### src/rtl/seq_det_pkg.sv
// Shared types and defaults for the sequence-detector slice.
package seq_det_pkg;

    typedef enum logic {
        IDLE,
        COUNT
    } ctrl_state_t;

    localparam int unsigned CNT_W_DEF   = 8;
    localparam int unsigned WIN_LEN_DEF = 16;

    // Bits needed to hold a window timer counting 0..win_len-1.
    function automatic int unsigned timer_w(input int unsigned win_len);
        return $clog2(win_len);
    endfunction

    localparam int unsigned TIMER_W = timer_w(WIN_LEN_DEF);

endpackage

### src/rtl/det_window_counter_if.sv
// Reader-side bus of det_window_counter: detector/reader inputs and published window result.
interface det_window_counter_if #(
    parameter int unsigned CNT_W = 8
);
    logic             det;
    logic             en;
    logic             rd_ack;
    logic [CNT_W-1:0] win_count;
    logic             win_sat;
    logic             win_valid;
    logic             overrun;

    modport master (
        output det, en, rd_ack,
        input  win_count, win_sat, win_valid, overrun
    );

    modport slave (
        input  det, en, rd_ack,
        output win_count, win_sat, win_valid, overrun
    );
endinterface

### src/rtl/det_window_timer.sv
// Modulo-WIN_LEN cycle timer; o_last marks the stepping edge that closes a window.
module det_window_timer
    import seq_det_pkg::*;
#(
    parameter int unsigned WIN_LEN = WIN_LEN_DEF
) (
    input  logic clk,
    input  logic reset,
    input  logic i_clear,
    input  logic i_step,
    output logic o_last
);
    localparam int unsigned TW = timer_w(WIN_LEN);

    logic [TW-1:0] r_timer;
    logic          w_at_end;

    assign w_at_end = (r_timer == TW'(WIN_LEN - 1));
    assign o_last   = i_step & w_at_end;

    // Advance once per counted cycle, wrapping at the window end.
    always_ff @(posedge clk) begin
        if (reset || i_clear) begin
            r_timer <= '0;
        end else if (i_step) begin
            r_timer <= w_at_end ? '0 : r_timer + TW'(1);
        end
    end
endmodule

### src/rtl/det_window_counter.sv
// Counts det pulses per WIN_LEN-cycle window and publishes each result
// through a hold-until-acknowledged register with a sticky overrun flag.
module det_window_counter
    import seq_det_pkg::*;
#(
    parameter int unsigned CNT_W   = CNT_W_DEF,
    parameter int unsigned WIN_LEN = WIN_LEN_DEF
) (
    input  logic                 clk,
    input  logic                 reset,
    det_window_counter_if.slave  bus
);
    ctrl_state_t      r_state;
    logic [CNT_W-1:0] r_acc;
    logic             r_sat;
    logic [CNT_W-1:0] r_win_count;
    logic             r_win_sat;
    logic             r_win_valid;
    logic             r_overrun;

    logic             w_step;
    logic             w_last;
    logic             w_acc_max;
    logic [CNT_W-1:0] w_sum;
    logic             w_sat_next;

    assign w_step     = (r_state == COUNT) && bus.en;
    assign w_acc_max  = &r_acc;
    assign w_sum      = w_acc_max ? r_acc : r_acc + CNT_W'(bus.det);
    assign w_sat_next = r_sat | (w_acc_max & bus.det);

    det_window_timer #(
        .WIN_LEN (WIN_LEN)
    ) u_timer (
        .clk     (clk),
        .reset   (reset),
        .i_clear (~w_step),
        .i_step  (w_step),
        .o_last  (w_last)
    );

    // Control FSM, saturating accumulator and result register.
    always_ff @(posedge clk) begin
        if (reset) begin
            r_state     <= IDLE;
            r_acc       <= '0;
            r_sat       <= 1'b0;
            r_win_count <= '0;
            r_win_sat   <= 1'b0;
            r_win_valid <= 1'b0;
            r_overrun   <= 1'b0;
        end else begin
            case (r_state)
                IDLE: begin
                    r_acc <= '0;
                    r_sat <= 1'b0;
                    if (bus.en) r_state <= COUNT;
                end
                COUNT: begin
                    if (!bus.en) begin
                        r_state <= IDLE;
                        r_acc   <= '0;
                        r_sat   <= 1'b0;
                    end else if (w_last) begin
                        r_acc <= '0;
                        r_sat <= 1'b0;
                    end else begin
                        r_acc <= w_sum;
                        r_sat <= w_sat_next;
                    end
                end
                default: r_state <= IDLE;
            endcase

            // A window end frees the slot if the reader acks on the same edge.
            if (w_last) begin
                if (!r_win_valid || bus.rd_ack) begin
                    r_win_count <= w_sum;
                    r_win_sat   <= w_sat_next;
                    r_win_valid <= 1'b1;
                end else begin
                    r_overrun   <= 1'b1;
                end
            end else if (bus.rd_ack && r_win_valid) begin
                r_win_valid <= 1'b0;
            end
        end
    end

    assign bus.win_count = r_win_count;
    assign bus.win_sat   = r_win_sat;
    assign bus.win_valid = r_win_valid;
    assign bus.overrun   = r_overrun;
endmodule

### src/flat_wrapper.sv
// flat-port wrapper written by rule: the top's interface ports become plain ports
module det_window_counter_flat import seq_det_pkg::*;
#(
    parameter int unsigned CNT_W   = CNT_W_DEF,
    parameter int unsigned WIN_LEN = WIN_LEN_DEF
)
  (clk, reset, bus_det, bus_en, bus_rd_ack, bus_win_count, bus_win_sat, bus_win_valid, bus_overrun);
  det_window_counter_if #(.CNT_W(CNT_W)) bus_i ();
  input  logic clk;
  input  logic reset;
  input wire logic [$bits(bus_i.det)-1:0] bus_det;
  input wire logic [$bits(bus_i.en)-1:0] bus_en;
  input wire logic [$bits(bus_i.rd_ack)-1:0] bus_rd_ack;
  output wire logic [$bits(bus_i.win_count)-1:0] bus_win_count;
  output wire logic [$bits(bus_i.win_sat)-1:0] bus_win_sat;
  output wire logic [$bits(bus_i.win_valid)-1:0] bus_win_valid;
  output wire logic [$bits(bus_i.overrun)-1:0] bus_overrun;
  assign bus_i.det = bus_det;
  assign bus_i.en = bus_en;
  assign bus_i.rd_ack = bus_rd_ack;
  assign bus_win_count = bus_i.win_count;
  assign bus_win_sat = bus_i.win_sat;
  assign bus_win_valid = bus_i.win_valid;
  assign bus_overrun = bus_i.overrun;
  det_window_counter #(.CNT_W(CNT_W), .WIN_LEN(WIN_LEN)) u_core (.clk(clk), .reset(reset), .bus(bus_i));
endmodule
### config.mk
export PLATFORM = sky130hd
export DESIGN_NAME = det_window_counter_flat
export DESIGN_NICKNAME = d
export VERILOG_FILES = /design/src/rtl/seq_det_pkg.sv /design/src/rtl/det_window_counter_if.sv /design/src/rtl/det_window_timer.sv /design/src/rtl/det_window_counter.sv /design/src/flat_wrapper.sv
export SDC_FILE = /design/constraint.sdc
export NUM_CORES = 1
export LEC_CHECK = 0
export ABC_CLOCK_PERIOD_IN_PS = 1550
export CAP_MARGIN = 20
export CORE_UTILIZATION = 50
export CTS_BUF_LIST = sky130_fd_sc_hd__clkbuf_16
export CTS_CLUSTER_SIZE = 40
export DETAILED_ROUTE_END_ITERATION = 12
export PLACE_DENSITY = 0.77
export SKIP_CTS_REPAIR_TIMING = 1
export SYNTH_ARGS = -nofsm -noshare
export SYNTH_HDL_FRONTEND = slang
export SYNTH_SLANG_ARGS = --single-unit
### constraint.sdc
create_clock -name clk -period 1.55 [get_ports clk]
set_input_delay 0.2325 -clock clk [delete_from_list [all_inputs] [get_ports clk]]
set_output_delay 0.2325 -clock clk [all_outputs]
set_load 0.05 [all_outputs]
==> results of run 1 <==
==> per-layer routing <==
| metal | track usage [%] | vias up | part of all wire, % |
|---|---|---|---|
| met5 | 0 | - | 0 |
| met3 | 5.88 | 2 | 3.8 |
| li1 | - | 406 | - |
| met4 | 9.41 | 0 | 1.1 |
| met2 | 39.2 | 17 | 55 |
| met1 | 21.6 | 376 | 40 |
==> layout make-up <==
class / count / area, sq um
flip-flops and latches: 25 / 500
clock buffers: 3 / 75.1
fillers: 140 / 531
multi-input cells: 77 / 477
clock inverters: 1 / 3.75
well taps: 25 / 31.3
repair buffers: 19 / 165
==> cell usage after synthesis, types with 2 or more instances <==
cell	count	area share, %
xor2_1	2	1.8
nor2b_1	2	1.3
o22ai_1	3	1.9
dfxtp_1	25	51
and3_1	4	2.5
mux2i_1	2	2.0
nand2_1	3	1.1
ha_1	3	3.8
nor2_1	26	9.9
o211ai_1	2	1.5
a21oi_1	3	1.5
xnor2_1	2	1.8
nand3_1	4	2.0
nand2b_1	7	4.4
a211oi_1	4	3.0
==> power by group through the flow <==
stage	Sequential (mW)	Combinational [mW]	Clock (mW)
global placement	0.661	0.0323	0
finish	0.646	0.0322	0.552
global route	0.646	0.0360	0.579
CTS	0.646	0.0327	0.562
detailed placement	0.661	0.0325	0
floorplan	0.660	0.0135	0
==> sequential cells by signal, summed over array words and instances, names as in the netlist <==
name,count
u_core.bus.overrun,1
u_core.bus.win_count,8
u_core.bus.win_sat,1
u_core.bus.win_valid,1
u_core.r_acc,8
u_core.r_sat,1
u_core.r_state,1
u_core.u_timer.r_timer,4
==> worst max-delay path, stage by stage <==
cell and delay, ns:
clkdlybuf4s50_1 0.48, ha_1 0.17, ha_2 0.20, and3_4 0.20
o211ai_1 0.11, o211ai_1 0.11, a21oi_1 0.08
==> stage by stage <==
| step | std cells | hold WS, ns | power (mW) |
|---|---|---|---|
| floorplan | 105 | 0.361 | 0.674 |
| global route | 150 | 0.482 | 1.26 |
| global placement | 146 | 0.433 | 0.693 |
| detailed placement | 146 | 0.439 | 0.693 |
| CTS | 150 | 0.455 | 1.24 |
| finish | 150 | 0.453 | 1.23 |
==> how the worst max path moves through the flow <==
stage / start / end / cells after the start / slack [ns]
6_report: bus_det / u_core.bus.win_count[4] / 7 / 0.12
5_1_grt: u_core.u_timer.r_timer[0] / u_core.bus.win_count[5] / 6 / 0.005
4_1_cts: bus_det / u_core.bus.win_count[4] / 7 / 0.06
3_5_place_dp: bus_det / u_core.bus.win_count[4] / 7 / -0.17
3_3_place_gp: bus_det / u_core.bus.win_count[4] / 7 / -0.15
2_1_floorplan: u_core.bus.win_valid / u_core.bus.win_count[0] / 5 / 0.08
==> logic make-up after synthesis <==
logic type	count (synthesis)	synth area share, %
adders and majority gates	3	3.80
DFF	25	50.6
and+or+nand+nor	52	26.8
buffers and inverters	3	1.90
muxes	2	2.03
AOI/OAI and AO/OA	16	11.3
xor gates and xnor gates	4	3.54
==> flow_metrics.env, run 1 <==
export IMPL_gp_congestion=0.798
export IMPL_crit_path_max_fanout=3
export IMPL_cts_max_path_buffers=2
export IMPL_detail_route_antenna_nets=0
export IMPL_rows=15
export IMPL_holdPathStages=1
export IMPL_root_buffer="clkbuf_16"
export IMPL_endpoint_kind="flop"
export IMPL_syn_nets=113
export IMPL_fin_util_pct=70.2
export IMPL_worst_pin_slew_ns=0.300
export IMPL_die_w_microns=46.5
export IMPL_p_per_area_nw_per_um2=982
export IMPL_power_leakage_nw=0.490
export IMPL_worstSkewPairLatency_ns=0.25
export IMPL_grt_total_usage_pct=21.2
export IMPL_combinationalPowerShare_pct=2.6
export IMPL_finalHoldViolCount=0
export IMPL_tns_ns=0
export IMPL_grt_pass1_vias=753
export IMPL_rrSetupSlack_ns=0.13
export IMPL_dieArea_sq_um=2160
export IMPL_num_io_pins=16
export IMPL_dp_slack_ns=-0.173
export IMPL_crit_arrival_ns=1.58
export IMPL_p_clk_share_pct=44.8
export IMPL_swShare_pct=18.2
export IMPL_outcome="completed"
export IMPL_numCtsBuffers=3
export IMPL_timing_rr_start="u_core.u_timer.r_timer[0]"
export IMPL_ir_drop_v=0.00108
export IMPL_drive_gt1_share_pct=20.0
export IMPL_postPlaceCellArea_sq_um=1170
export IMPL_wl_microns=1880
export IMPL_drt_iter0_drc=10
export IMPL_cts_tree="built"
export IMPL_htreeDepth=1
export IMPL_syn2layout_area_growth_pct=26.7
export IMPL_grt_antenna_before_repair=0
export IMPL_grt_max_degree=17
export IMPL_critical_path_class="in -> reg"
export IMPL_final_cell_mix="26 x nor2_1, 25 x dfxtp_1, 14 x buf_4"
export IMPL_layout_commonest_cell="nor2_1"
export IMPL_worstPathRequired_ns=1.69
export IMPL_cts_clk_slew_worst_paths_ns=0.06
export IMPL_nets=134
export IMPL_num_vias=801
export IMPL_drv_slew=0
export IMPL_min_period_ns=1.43
export IMPL_ys_warnings_count=0
export IMPL_worst_hold_path_endpoint="u_core.u_timer.r_timer[0]"
export IMPL_rsz0062_at_grt="false"
export IMPL_viasPerCell=5.34
export IMPL_grt_pass1_wl_microns=3150
export IMPL_clkSinkCount=25
export IMPL_syn_inst=105
export IMPL_drv_cap=0
export IMPL_relSlewSlack_pct=79.9
export IMPL_setup_worst_path_start_class="primary input"
export IMPL_power_frac_seq_pct=52.5
export IMPL_wl_per_cell_microns=12.5
export IMPL_syn_cell_area_sq_um=988
export IMPL_core_area_sq_um=1780
export IMPL_switching_power_uw=224
export IMPL_fin_ws_ns=0.115
export IMPL_finalClockSkew_ns=0.00276
export IMPL_drcViolationCount=0
export IMPL_synth_async_reset_ratio_pct=0
export IMPL_first_pass_iters=4
export IMPL_ys_seq_elements=25
export IMPL_die_y_microns=46.5
export IMPL_synth_edf_count=0
export IMPL_synth_seq_area_share_pct=50.6
export IMPL_finalCritPeriodShare_pct=92.6
export IMPL_avgSynthCellArea_sq_um=9.41
export IMPL_final_cell_area_sq_um=1250
export IMPL_ys_flop_type="dfxtp_1"
export IMPL_min_from="u_core.u_timer.r_timer[0]"
export IMPL_port_buffers=15
export IMPL_antenna_cells=0
export IMPL_ys_types=28
export IMPL_hold_class="reg -> reg"
export IMPL_r2r_end="u_core.bus.win_count[7]"
export IMPL_place_hpwl_microns=1310
export IMPL_max_freq_ghz=0.697
export IMPL_worstRegToRegCells=6
export IMPL_setup_viol=0
export IMPL_p_int_mw=1.01
export IMPL_globalRouteOverflowTotal=0
export IMPL_start_util_pct=55.4
Power figures use the tool's default switching activity.
==> run 2, diff against run 1 <==
--- a/config.mk
+++ b/config.mk
@@ -11,7 +11,8 @@
 export CTS_BUF_LIST = sky130_fd_sc_hd__clkbuf_16
 export CTS_CLUSTER_SIZE = 40
 export DETAILED_ROUTE_END_ITERATION = 12
-export PLACE_DENSITY = 0.77
+export DONT_BUFFER_PORTS = 1
+export PLACE_DENSITY = 0.67
 export SKIP_CTS_REPAIR_TIMING = 1
 export SYNTH_ARGS = -nofsm -noshare
 export SYNTH_HDL_FRONTEND = slang
==> run 2 against run 1 <==
Effect of this change: worst hold slack got worse by 0.41 ns; worst setup slack improved by 0.025 ns; utilization decreased by 5.2 points; routed wire length decreased by 6.9%; first-iteration DRC count increased by 10%; non-clock buffer count decreased by 12; register-to-register slack about the same; largest power group unchanged.
==> flow_metrics.env, run 2 (synthesized netlist as in run 1, its figures left out) <==
export IMPL_finalCritPeriodShare_pct=91.0
export IMPL_rsz0062_at_grt="false"
export IMPL_num_vias=738
export IMPL_hold_class="in -> reg"
export IMPL_postPlaceCellArea_sq_um=1070
export IMPL_swShare_pct=17.9
export IMPL_setup_worst_path_start_class="flop"
export IMPL_combinationalPowerShare_pct=1.0
export IMPL_viasPerCell=5.35
export IMPL_antenna_cells=0
export IMPL_drv_slew=0
export IMPL_globalRouteOverflowTotal=0
export IMPL_cts_max_path_buffers=2
export IMPL_wl_microns=1750
export IMPL_power_frac_seq_pct=53.4
export IMPL_cts_tree="built"
export IMPL_rows=15
export IMPL_die_y_microns=46.5
export IMPL_outcome="completed"
export IMPL_crit_path_max_fanout=16
export IMPL_p_clk_share_pct=45.6
export IMPL_num_fill_cells=136
export IMPL_crit_path_max_incr_delay_ns=0.36
export IMPL_grt_pass1_vias=668
export IMPL_crit_arrival_ns=1.59
export IMPL_htreeDepth=1
export IMPL_grt_pass1_wl_microns=2840
export IMPL_finalHoldViolCount=0
export IMPL_start_util_pct=55.4
export IMPL_worstSkewPairLatency_ns=0.25
export IMPL_drt_iter0_drc=11
export IMPL_first_pass_iters=4
export IMPL_p_int_uw=994
export IMPL_fin_ws_ns=0.140
export IMPL_setup_viol=0
export IMPL_critPathBufInv=1
export IMPL_ir_drop_v=0.000647
export IMPL_num_io_pins=16
export IMPL_worstPathRequired_ns=1.73
export IMPL_detail_route_antenna_nets=0
export IMPL_drv_cap=0
export IMPL_root_buffer="clkbuf_16"
export IMPL_numCtsBuffers=3
export IMPL_place_hpwl_microns=1240
export IMPL_final_cell_area_sq_um=1160
export IMPL_syn2layout_area_growth_pct=17.3
export IMPL_critical_path_class="reg -> reg"
export IMPL_dieArea_sq_um=2160
export IMPL_grt_total_usage_pct=19.1
export IMPL_grt_max_degree=17
export IMPL_tns_ns=0
export IMPL_cts_clk_slew_worst_paths_ns=0.06
export IMPL_worst_pin_slew_ns=0.506
export IMPL_power_leakage_nw=0.437
export IMPL_p_per_area_nw_per_um2=1040
export IMPL_max_freq_ghz=0.709
export IMPL_switching_power_uw=217
export IMPL_grt_antenna_before_repair=0
export IMPL_relSlewSlack_pct=66.2
export IMPL_drive_gt1_share_pct=15.9
export IMPL_crit_path_top_delay_cell="dfxtp_1"
export IMPL_die_w_microns=46.5
export IMPL_min_period_ns=1.41
export IMPL_wl_per_cell_microns=12.7
export IMPL_dp_slack_ns=0.126
export IMPL_layout_commonest_cell="nor2_1"
export IMPL_drcViolationCount=0
export IMPL_core_area_sq_um=1780
export IMPL_finalClockSkew_ns=0.00274
export IMPL_final_cell_mix="26 x nor2_1, 25 x dfxtp_1, 7 x nand2b_1"
export IMPL_nets=122
export IMPL_port_buffers=0
export IMPL_cp_cell_sequence="ha_2 > nand3_2 > nor3_4 > buf_12 > nand2b_1 > o22ai_2"
export IMPL_critical_path_top_delay_family="simple AND/OR/NAND/NOR gates"
export IMPL_gp_congestion=0.858
export IMPL_clkSinkCount=25
export IMPL_endpoint_kind="flop"
## run 2: path summary, 6_finish.rpt
kind                                           startpoint                        end  slack (ns)  depth (start not counted)
worst max-delay path            u_core.u_timer.r_timer[0]    u_core.bus.win_count[7]        0.14                          6
worst min-delay path                                reset    u_core.bus.win_count[0]        0.04                          1
worst max register to register  u_core.u_timer.r_timer[0]    u_core.bus.win_count[7]        0.14                          6
worst min register to register  u_core.u_timer.r_timer[0]  u_core.u_timer.r_timer[0]        0.46                          1
## run 2: stage by stage
step,util (%),hold slack (ns),cells,power (mW)
final,65.1,0.0411,138,1.21
after floorplan,-,0.361,105,0.674
after CTS,64.2,0.0384,138,1.21
after global placement,59.8,0.301,134,0.672
after global routing,65.1,0.0327,138,1.24
after detailed placement,59.8,0.306,134,0.673
## run 2: power by group through the flow
stage / clock network [mW] / registers [mW] / logic (mW)
detailed placement: 0 / 0.661 / 0.0119
global route: 0.583 / 0.647 / 0.0143
finish: 0.552 / 0.647 / 0.0124
global placement: 0 / 0.661 / 0.0117
CTS: 0.555 / 0.647 / 0.0128
floorplan: 0 / 0.660 / 0.0135
## run 2: worst reg2reg max path, delay by kind of cell (launching register included)
kind | cells | cell delay, ns
buf+inv | 1 | 0.17
simple gates | 3 | 0.41
fa+ha+maj | 1 | 0.21
flops | 1 | 0.36
compound gates | 1 | 0.19
## run 2: final cells by class
cell class | count | area (sq um) | area share [%]
flip-flops and latches | 25 | 500 | 43.2
clock inverters | 1 | 3.75 | 0.324
multi-input cells | 77 | 484 | 41.7
repair buffers | 7 | 65.1 | 5.61
clock buffers | 3 | 75.1 | 6.47
well taps | 25 | 31.3 | 2.70
## run 2: layer usage
metal / routed length (microns) / track usage, % / vias up
li1: - / - / 380
met1: 751 / 22.9 / 344
met2: 930 / 33.3 / 10
met3: 46 / 3.53 / 4
met4: 19 / 7.06 / 0
met5: 0 / 0 / -
==> run 3, diff against run 2 <==
--- a/config.mk
+++ b/config.mk
@@ -13,6 +13,7 @@
 export DETAILED_ROUTE_END_ITERATION = 12
 export DONT_BUFFER_PORTS = 1
 export PLACE_DENSITY = 0.67
+export REMOVE_ABC_BUFFERS = 1
 export SKIP_CTS_REPAIR_TIMING = 1
 export SYNTH_ARGS = -nofsm -noshare
 export SYNTH_HDL_FRONTEND = slang
==> run 3 against run 2 <==
Effect of this change: sequential share of layout area increased by 0.57 points; clock power hardly changed; largest cell class unchanged; design area down 1.3%; critical path depth unchanged; largest power group unchanged; worst setup slack barely moved; worst hold slack lost 0.0023 ns; first-iteration DRC count rose by 73%; die area unchanged; clock skew is 0.00068 ns lower; routed wire length fell by 4.4%; non-clock buffer count is the same.
==> flow_metrics.env, run 3 (synthesized netlist as in run 1, its figures left out) <==
export IMPL_drv_cap=0
export IMPL_viasPerCell=5.30
export IMPL_switching_power_uw=214
export IMPL_globalRouteOverflowTotal=0
export IMPL_wl_per_cell_microns=12.1
export IMPL_endpoint_kind="flop"
export IMPL_p_clk_share_pct=45.5
export IMPL_drcViolationCount=0
export IMPL_timing_rr_start="u_core.r_acc[0]"
export IMPL_holdPathStages=1
export IMPL_outcome="completed"
export IMPL_htreeDepth=1
export IMPL_power_leakage_nw=0.439
export IMPL_p_per_area_nw_per_um2=1060
export IMPL_grt_total_usage_pct=18.6
export IMPL_critical_path_class="reg -> reg"
export IMPL_layout_commonest_cell="nor2_1"
export IMPL_clkSinkCount=25
export IMPL_setup_viol=0
export IMPL_nets=122
export IMPL_relSlewSlack_pct=65.7
export IMPL_power_frac_seq_pct=53.5
export IMPL_hold_class="in -> reg"
export IMPL_core_area_sq_um=1780
export IMPL_start_util_pct=55.4
export IMPL_grt_pass1_vias=645
export IMPL_finalClockSkew_ns=0.00207
export IMPL_num_vias=731
export IMPL_place_hpwl_microns=1220
export IMPL_dieArea_sq_um=2160
export IMPL_combinationalPowerShare_pct=1.0
export IMPL_drive_gt1_share_pct=13.3
export IMPL_min_from="reset"
export IMPL_max_freq_ghz=0.709
export IMPL_min_period_ns=1.41
export IMPL_ir_drop_v=0.000926
export IMPL_syn2layout_area_growth_pct=15.8
export IMPL_port_buffers=0
export IMPL_numCtsBuffers=3
export IMPL_worstPathRequired_ns=1.74
export IMPL_crit_path_max_fanout=4
export IMPL_gp_congestion=0.838
export IMPL_die_y_microns=46.5
export IMPL_final_cell_mix="26 x nor2_1, 25 x dfxtp_1, 7 x nand2b_1"
export IMPL_tns_ns=0
export IMPL_p_int_uw=994
export IMPL_die_w_microns=46.5
export IMPL_drv_slew=0
export IMPL_finalHoldViolCount=0
export IMPL_finalCritPeriodShare_pct=91.0
export IMPL_first_pass_iters=5
export IMPL_drt_iter0_drc=19
export IMPL_cts_clk_slew_worst_paths_ns=0.06
export IMPL_swShare_pct=17.7
export IMPL_worstSkewPairLatency_ns=0.25
export IMPL_worst_pin_slew_ns=0.514
export IMPL_antenna_cells=0
export IMPL_root_buffer="clkbuf_16"
export IMPL_grt_max_degree=17
export IMPL_detail_route_antenna_nets=0
export IMPL_cts_max_path_buffers=2
export IMPL_rrSetupSlack_ns=0.14
export IMPL_r2r_end="u_core.bus.win_count[4]"
export IMPL_cts_tree="built"
export IMPL_grt_pass1_wl_microns=2760
export IMPL_worst_hold_path_endpoint="u_core.bus.win_count[0]"
export IMPL_rsz0062_at_grt="false"
export IMPL_num_io_pins=16
export IMPL_setup_worst_path_start_class="flop"
export IMPL_wl_microns=1670
export IMPL_worstRegToRegCells=6
export IMPL_rows=15
export IMPL_final_cell_area_sq_um=1140
export IMPL_num_fill_cells=154
export IMPL_crit_arrival_ns=1.60
export IMPL_grt_antenna_before_repair=0
export IMPL_postPlaceCellArea_sq_um=1070
[run 3: metrics by stage]
| stage | worst slack, ns | power (mW) | util [%] | hold WS, ns | instances |
|---|---|---|---|---|---|
| 6_report | 0.140 | 1.21 | 64.2 | 0.0388 | 138 |
| 5_1_grt | 0.0243 | 1.25 | 64.2 | 0.0276 | 138 |
| 4_1_cts | 0.135 | 1.22 | 64.2 | 0.0330 | 138 |
| 3_5_place_dp | 0.140 | 0.673 | 59.8 | 0.303 | 134 |
| 3_3_place_gp | 0.199 | 0.672 | 59.8 | 0.302 | 134 |
| 2_1_floorplan | 0.0442 | 0.670 | - | 0.297 | 102 |
[run 3: layer usage]
layer | vias up | global-route usage, % | part of all wire [%]
li1 | 379 | - | -
met1 | 334 | 20.9 | 45
met2 | 16 | 33.1 | 50
met3 | 2 | 5.88 | 3.9
met4 | 0 | 5.29 | 0.66
met5 | - | 0 | 0
[run 3: how the worst max path moves through the flow]
stage	startpoint	end	slack, ns	cells after the start
after floorplan	u_core.bus.win_valid	u_core.bus.win_count[7]	0.04	4
after global placement	u_core.r_acc[0]	u_core.bus.win_count[4]	0.20	6
after detailed placement	u_core.u_timer.r_timer[0]	u_core.bus.win_count[1]	0.14	6
after CTS	u_core.r_acc[0]	u_core.bus.win_count[4]	0.14	6
after global routing	u_core.r_acc[0]	u_core.bus.win_count[4]	0.02	6
final	u_core.r_acc[0]	u_core.bus.win_count[4]	0.14	6
[run 3: layout make-up]
class                      count  area, sq um  area share (%)
sequential                    25          500            43.7
clock inverter                 1         3.75           0.328
clock buffer                   3         75.1            6.56
tap                           25         31.3            2.73
timing repair buffer           7         65.1            5.68
multi-input combinational     77          469            41.0
[run 3: power by group through the flow]
stage / Clock, mW / Combinational, mW / Sequential [mW]
after floorplan: 0 / 0.00980 / 0.660
after global placement: 0 / 0.0115 / 0.661
after detailed placement: 0 / 0.0120 / 0.661
after CTS: 0.564 / 0.0123 / 0.646
after global routing: 0.590 / 0.0137 / 0.646
final: 0.549 / 0.0121 / 0.647
[run 3: critical path, cell delays in order (launching register included)]
cell	delay, ns
dfxtp_1	0.34
ha_1	0.21
ha_1	0.22
and3_1	0.21
o211ai_1	0.11
o211ai_1	0.13
a21oi_1	0.13
